`src/rtl/mips_pkg.sv`:
```
// Shared MIPS encodings: control-unit ALU ops plus the HI/LO multiply/divide unit's
// operation codes, FSM states and a small magnitude helper.
package mips_pkg;

    typedef enum logic [3:0] {
        ALU_ADD  = 4'd0,
        ALU_SUB  = 4'd1,
        ALU_AND  = 4'd2,
        ALU_OR   = 4'd3,
        ALU_XOR  = 4'd4,
        ALU_NOR  = 4'd5,
        ALU_SLT  = 4'd6,
        ALU_SLTU = 4'd7,
        ALU_SLL  = 4'd8,
        ALU_SRL  = 4'd9,
        ALU_SRA  = 4'd10,
        ALU_LUI  = 4'd11
    } alu_op_e;

    // Codes 6 and 7 are undefined and treated as no-ops by the mul/div unit.
    typedef enum logic [2:0] {
        MD_MULT  = 3'd0,
        MD_MULTU = 3'd1,
        MD_DIV   = 3'd2,
        MD_DIVU  = 3'd3,
        MD_MTHI  = 3'd4,
        MD_MTLO  = 3'd5
    } md_op_e;

    typedef enum logic [1:0] {
        IDLE    = 2'd0,
        DIV_RUN = 2'd1,
        DIV_FIX = 2'd2
    } md_state_e;

    function automatic logic [31:0] abs32(input logic [31:0] x);
        return x[31] ? (~x + 32'd1) : x;
    endfunction

endpackage

```
`src/rtl/mips_div_core.sv`:
```
// Unsigned restoring divider: one quotient bit per run cycle, paced by a down-counter
// whose terminal count flags the final iteration.
module mips_div_core #(
    parameter int DIV_ITERS = 32
) (
    input  logic        clk,
    input  logic        reset,
    input  logic        load,
    input  logic        run,
    input  logic [31:0] dividend,
    input  logic [31:0] divisor,
    output logic [31:0] quotient,
    output logic [31:0] remainder,
    output logic        last
);
    localparam int CW = $clog2(DIV_ITERS + 1);

    logic [31:0]   div_q;
    logic [CW-1:0] count;
    logic [32:0]   partial;
    logic [32:0]   trial;

    // Quotient register doubles as the dividend shift register.
    assign partial = {remainder, quotient[31]};
    assign trial   = partial - {1'b0, div_q};
    assign last    = (count == CW'(1));

    always_ff @(posedge clk) begin
        if (reset) begin
            remainder <= '0;
            quotient  <= '0;
            div_q     <= '0;
            count     <= '0;
        end else if (load) begin
            remainder <= '0;
            quotient  <= dividend;
            div_q     <= divisor;
            count     <= CW'(DIV_ITERS);
        end else if (run && count != '0) begin
            if (!trial[32]) begin
                remainder <= trial[31:0];
                quotient  <= {quotient[30:0], 1'b1};
            end else begin
                remainder <= partial[31:0];
                quotient  <= {quotient[30:0], 1'b0};
            end
            count <= count - CW'(1);
        end
    end

endmodule

```
`src/rtl/mips_muldiv_unit.sv`:
```
// MIPS HI/LO unit: single-cycle MULT/MULTU/MTHI/MTLO, iterative DIV/DIVU with sign fix-up.
//   state   | meaning
//   IDLE    | accepting operations, busy=0
//   DIV_RUN | divider producing one quotient bit per cycle
//   DIV_FIX | sign correction, HI/LO written at end of this cycle
module mips_muldiv_unit
    import mips_pkg::*;
#(
    parameter int DIV_ITERS = 32
) (
    input  logic        clk,
    input  logic        reset,
    input  logic        start,
    input  logic [2:0]  op,
    input  logic [31:0] rs_val,
    input  logic [31:0] rt_val,
    output logic        busy,
    output logic        done,
    output logic [31:0] hi,
    output logic [31:0] lo
);
    md_state_e   state;
    md_state_e   state_next;
    md_op_e      op_e;
    logic        accept;
    logic        is_div;
    logic        is_signed_div;
    logic        div_req;
    logic        div_load;
    logic        div_run;
    logic        div_last;
    logic        neg_quo;
    logic        neg_rem;
    logic [31:0] dividend_mag;
    logic [31:0] divisor_mag;
    logic [31:0] quo_mag;
    logic [31:0] rem_mag;
    logic [63:0] mul_a;
    logic [63:0] mul_b;
    logic [63:0] product;

    assign op_e          = md_op_e'(op);
    assign accept        = start && (state == IDLE);
    assign is_div        = (op_e == MD_DIV) || (op_e == MD_DIVU);
    assign is_signed_div = (op_e == MD_DIV);
    // Divide by zero never enters the divider: HI/LO are simply left alone.
    assign div_req       = accept && is_div && (rt_val != '0);

    assign dividend_mag = is_signed_div ? abs32(rs_val) : rs_val;
    assign divisor_mag  = is_signed_div ? abs32(rt_val) : rt_val;

    assign mul_a   = (op_e == MD_MULT) ? {{32{rs_val[31]}}, rs_val} : {32'b0, rs_val};
    assign mul_b   = (op_e == MD_MULT) ? {{32{rt_val[31]}}, rt_val} : {32'b0, rt_val};
    assign product = mul_a * mul_b;

    always_ff @(posedge clk) begin
        if (reset) begin
            state <= IDLE;
        end else begin
            state <= state_next;
        end
    end

    always_comb begin
        state_next = state;
        case (state)
            IDLE:    if (div_req) state_next = DIV_RUN;
            DIV_RUN: if (div_last) state_next = DIV_FIX;
            DIV_FIX: state_next = IDLE;
            default: state_next = IDLE;
        endcase
    end

    always_comb begin
        busy     = 1'b0;
        div_load = 1'b0;
        div_run  = 1'b0;
        case (state)
            IDLE:    div_load = div_req;
            DIV_RUN: begin
                busy    = 1'b1;
                div_run = 1'b1;
            end
            DIV_FIX: busy = 1'b1;
            default: busy = 1'b0;
        endcase
    end

    mips_div_core #(
        .DIV_ITERS (DIV_ITERS)
    ) u_div_core (
        .clk       (clk),
        .reset     (reset),
        .load      (div_load),
        .run       (div_run),
        .dividend  (dividend_mag),
        .divisor   (divisor_mag),
        .quotient  (quo_mag),
        .remainder (rem_mag),
        .last      (div_last)
    );

    always_ff @(posedge clk) begin
        if (reset) begin
            neg_quo <= 1'b0;
            neg_rem <= 1'b0;
        end else if (div_load) begin
            neg_quo <= is_signed_div && (rs_val[31] ^ rt_val[31]);
            neg_rem <= is_signed_div && rs_val[31];
        end
    end

    always_ff @(posedge clk) begin
        if (reset) begin
            hi   <= '0;
            lo   <= '0;
            done <= 1'b0;
        end else begin
            done <= 1'b0;
            if (state == DIV_FIX) begin
                lo   <= neg_quo ? (~quo_mag + 32'd1) : quo_mag;
                hi   <= neg_rem ? (~rem_mag + 32'd1) : rem_mag;
                done <= 1'b1;
            end else if (accept) begin
                case (op_e)
                    MD_MULT, MD_MULTU: {hi, lo} <= product;
                    MD_MTHI:           hi <= rs_val;
                    MD_MTLO:           lo <= rs_val;
                    default:           ;
                endcase
            end
        end
    end

endmodule

```
`config.mk`:
```
export PLATFORM = sky130hd
export DESIGN_NAME = mips_muldiv_unit
export DESIGN_NICKNAME = d
export VERILOG_FILES = /design/src/rtl/mips_pkg.sv /design/src/rtl/mips_div_core.sv /design/src/rtl/mips_muldiv_unit.sv
export SDC_FILE = /design/constraint.sdc
export NUM_CORES = 2
export LEC_CHECK = 0
export BUFFER_PORTS_ARGS = -buffer_cell sky130_fd_sc_hd__buf_2
export CAP_MARGIN = 10
export CORE_MARGIN = 2
export CORE_UTILIZATION = 45
export DETAILED_ROUTE_END_ITERATION = 7
export GPL_TIMING_DRIVEN = 0
export PLACE_DENSITY = 0.59
export RECOVER_POWER = 50
export SYNTH_ARGS = -nofsm -noshare
export SYNTH_HDL_FRONTEND = slang
export SYNTH_SLANG_ARGS = --single-unit
```
`constraint.sdc`:
```
create_clock -name clk -period 10.2 [get_ports clk]
set_input_delay 0.51 -clock clk [delete_from_list [all_inputs] [get_ports clk]]
set_output_delay 0.51 -clock clk [all_outputs]
set_load 0.05 [all_outputs]
```
==> impl_metrics.ini <==
[timing]
hold_ws_ns = 0.4563
min_period_ns = 10.09
fmax_mhz = 99.07
slew_headroom_pct = 11.60
hold_violations = 0
setup_viol = 0
tightest_slew_ns = 1.326
final.setup_skew_ns = 0.01393
finalSetupTns_ns = 0
fin_crit_sh_pct = 98.96
drv_slew = 0

[setup_path]
crit_top_cell = fa_1
r2r_cells = 15
arrival_ns = 10.47
timing.rr.start = u_div_core.quotient[31]
r2r-end = u_div_core.quotient[0]
cp_slowest_stage_delay_ns = 0.89
worstSetupStartpointType = input port
path_max_fanout = 10
cp.required_ns = 10.57
end_kind = flip-flop
critical-path-slowest-cell = clkbuf_1
reg2reg_slack_ns = 5.81
criticalPathCategory = input port to flip-flop

[grt]
grt-ovfl-total = 0
grt_pass1_vias = 50230
track_usage_pct = 35.03
antenna_found_initial = 23
grt_pass1_wl_um = 342700
grt_max_degree = 21

[synthesis]
synth_largest_area_cell = fa_1
synth_edf_count = 0
ys_seq_area_share_pct = 5.740
syn_avg_cell_area_sq_um = 8.854
netlist.area_leader.share_pct = 47.66
yosys-top-cells-area = fa_1, inv_1, ha_1
synth_area_sq_um = 59640
synth_seq_cells = 171
async_reset_ff_share_pct = 0
synthDistinctLibCells = 81
synth_nets = 8578
synth_cells = 6736
ys_warn_count = 0
synth_ff_type = dfxtp_1

[final_layout]
fin_util_pct = 48.39
fin_nets = 8712
area_delta_synth_final_pct = 6.663
drive_above_1_share_pct = 4.300

[place]
port_buffers = 93
dp_hpwl_um = 201600
gp_congestion = 1.003

[floorplan]
dieArea_sq_um = 135500
core_area_sq_um = 131500
io_pins = 136
die_h_um = 368.1
die_w_um = 368.1
rows = 133
initial_core_util_pct = 45.37

[worst_hold_path]
hold_start = lo[21]
holdCritPathClass = flip-flop to flip-flop
hold_end = lo[21]
holdPathStages = 2

[cts]
worst_skew_pair.late_latency_ns = 0.47
cts_max_level = 4
root_buffer = clkbuf_16
clk_pin_slew_worst_paths_ns = 0.08
ctsHoldBuffers = 0
cts_tree = done
clock_path_buffers = 2
cts_num_sinks = 171
cts_buffers = 17

[detailed_routing]
via_per_inst = 5.585
drc_errors = 0
routed-via-count = 48320
routed_wl_um = 235100
antenna_left = 0
drt-initial-drc-count = 4544
drt_first_pass_iters = 8
wl_per_cell_um = 27.17

[flow_run]
maxCapViolCount = 0

[outcome]
status = finished, final reports clean
[how the worst max path moves through the flow]
stage	end	startpoint	slack, ns	cells after the start
after floorplan	hi[21]	op[1]	0.12	33
after global placement	hi[29]	op[0]	-2.62	32
after detailed placement	hi[29]	op[0]	-2.70	33
after CTS	hi[29]	rt_val[31]	0.0001	33
after global routing	hi[29]	op[1]	-0.02	31
final	hi[29]	rt_val[30]	0.11	30
[sequential cells by signal (all words and copies together) (netlist names)]
signal and count:
neg_rem 1, neg_quo 1, u_div_core.quotient 32, u_div_core.remainder 32
u_div_core.div_q 32, state 2, lo 32, done 1
hi 32, u_div_core.count 6
[kinds of logic (layout without fill, tap and decap cells)]
| kind of cell | Yosys count | in the layout | synth area share (%) |
|---|---|---|---|
| simple gates | 1847 | 1847 | 14.27 |
| xor+xnor | 257 | 257 | 3.774 |
| buf+inv | 1950 | 2097 | 12.39 |
| flops | 171 | 171 | 5.740 |
| mux | 34 | 34 | 0.5811 |
| fa+ha+maj | 1775 | 1775 | 55.10 |
| compound gates | 702 | 702 | 8.148 |
| other cells | 0 | 14 | 0 |
[repair_timing]
| item | CTS | global route |
|---|---|---|
| setup endpoints to repair | 30 | 17 |
| setup buffers | 5 | 15 |
| pin swaps | 2 | 9 |
| gates resized for setup | 92 | 154 |
| endpoints found under the hold margin | 0 | 0 |
[layer usage]
metal	global-route usage [%]	vias to the layer above	part of all wire, %
met3	8.050	590	10
li1	-	20410	-
met5	0	-	0.046
met4	17.95	14	6.4
met2	53.51	2500	43
met1	46.66	24810	40
[worst max-delay path, delay by kind of cell]
family / cells / cell delay, ns
AOI/OAI and AO/OA: 5 / 1.01
buffers and inverters: 8 / 1.99
and+or+nand+nor: 6 / 1.72
adders and majority gates: 11 / 5.13
[cell usage in the layout, fill, tap and decap left out, types with 11 or more instances in the layout]
| master | netlist | routed |
|---|---|---|
| a211oi_1 | 84 | 84 |
| nor4_1 | 16 | 16 |
| and2_1 | 410 | 408 |
| nand3_1 | 26 | 26 |
| nor3_1 | 40 | 39 |
| or3_1 | 18 | 19 |
| nor2_1 | 271 | 271 |
| nand2_1 | 937 | 935 |
| or4_1 | 10 | 12 |
| a311oi_1 | 27 | 30 |
| clkbuf_2 | 0 | 88 |
| xor2_1 | 111 | 111 |
| o21bai_1 | 18 | 18 |
| and3_1 | 40 | 39 |
| clkbuf_1 | 305 | 275 |
| buf_2 | 12 | 40 |
| o211ai_1 | 27 | 27 |
| buf_8 | 0 | 15 |
| dfxtp_1 | 171 | 171 |
| a2111oi_0 | 22 | 21 |
| o31ai_1 | 36 | 36 |
| buf_1 | 61 | 28 |
| mux2i_1 | 29 | 29 |
| a21o_1 | 65 | 65 |
| clkbuf_16 | 0 | 17 |
| xnor2_1 | 146 | 146 |
| o21a_1 | 18 | 18 |
| clkbuf_4 | 0 | 17 |
| fa_1 | 1420 | 1410 |
| buf_4 | 2 | 19 |
| nand2b_1 | 27 | 27 |
| o21ai_0 | 109 | 109 |
| diode_2 | 0 | 14 |
| nor2b_1 | 11 | 11 |
| inv_1 | 1564 | 1562 |
| o41ai_1 | 12 | 11 |
| a21oi_1 | 168 | 167 |
| ha_1 | 352 | 352 |
| a31oi_1 | 24 | 25 |
[area by class of cell]
cell class	count	area [sq um]
multi-input cells	4615	48890
flip-flops and latches	171	3423
plain buffers	372	1733
inverters	1564	5871
well taps	1755	2196
clock inverters	13	200.2
fillers	12820	67850
repair buffers	129	828.3
diodes	14	35.03
clock buffers	19	442.9
[cell usage after synthesis (16+ instances only)]
| master | instances |
|---|---|
| nor3_1 | 40 |
| a21oi_1 | 168 |
| nand2_1 | 937 |
| buf_1 | 61 |
| inv_1 | 1564 |
| a311oi_1 | 27 |
| xnor2_1 | 146 |
| nor2_1 | 271 |
| clkbuf_1 | 305 |
| o21bai_1 | 18 |
| a2111oi_0 | 22 |
| nand3_1 | 26 |
| mux2i_1 | 29 |
| and2_1 | 410 |
| fa_1 | 1420 |
| xor2_1 | 111 |
| o211ai_1 | 27 |
| ha_1 | 352 |
| o31ai_1 | 36 |
| a31oi_1 | 24 |
| nand2b_1 | 27 |
| nor4_1 | 16 |
| a211oi_1 | 84 |
| o21a_1 | 18 |
| o21ai_0 | 109 |
| and3_1 | 40 |
| or3_1 | 18 |
| a21o_1 | 65 |
| dfxtp_1 | 171 |
[stage by stage]
stage          cell area, sq um  setup WS [ns]  std cells
5_1_grt                   63600       -0.01576       8645
3_5_place_dp              62610         -2.695       8600
4_1_cts                   63470      0.0001243       8626
3_3_place_gp              62300         -2.615       8584
6_report                  63620         0.1062       8652
2_1_floorplan             59640         0.1222       6736
Power is not shown: default switching activity piles up to over one toggle a cycle in this logic, so the estimate is an artifact.
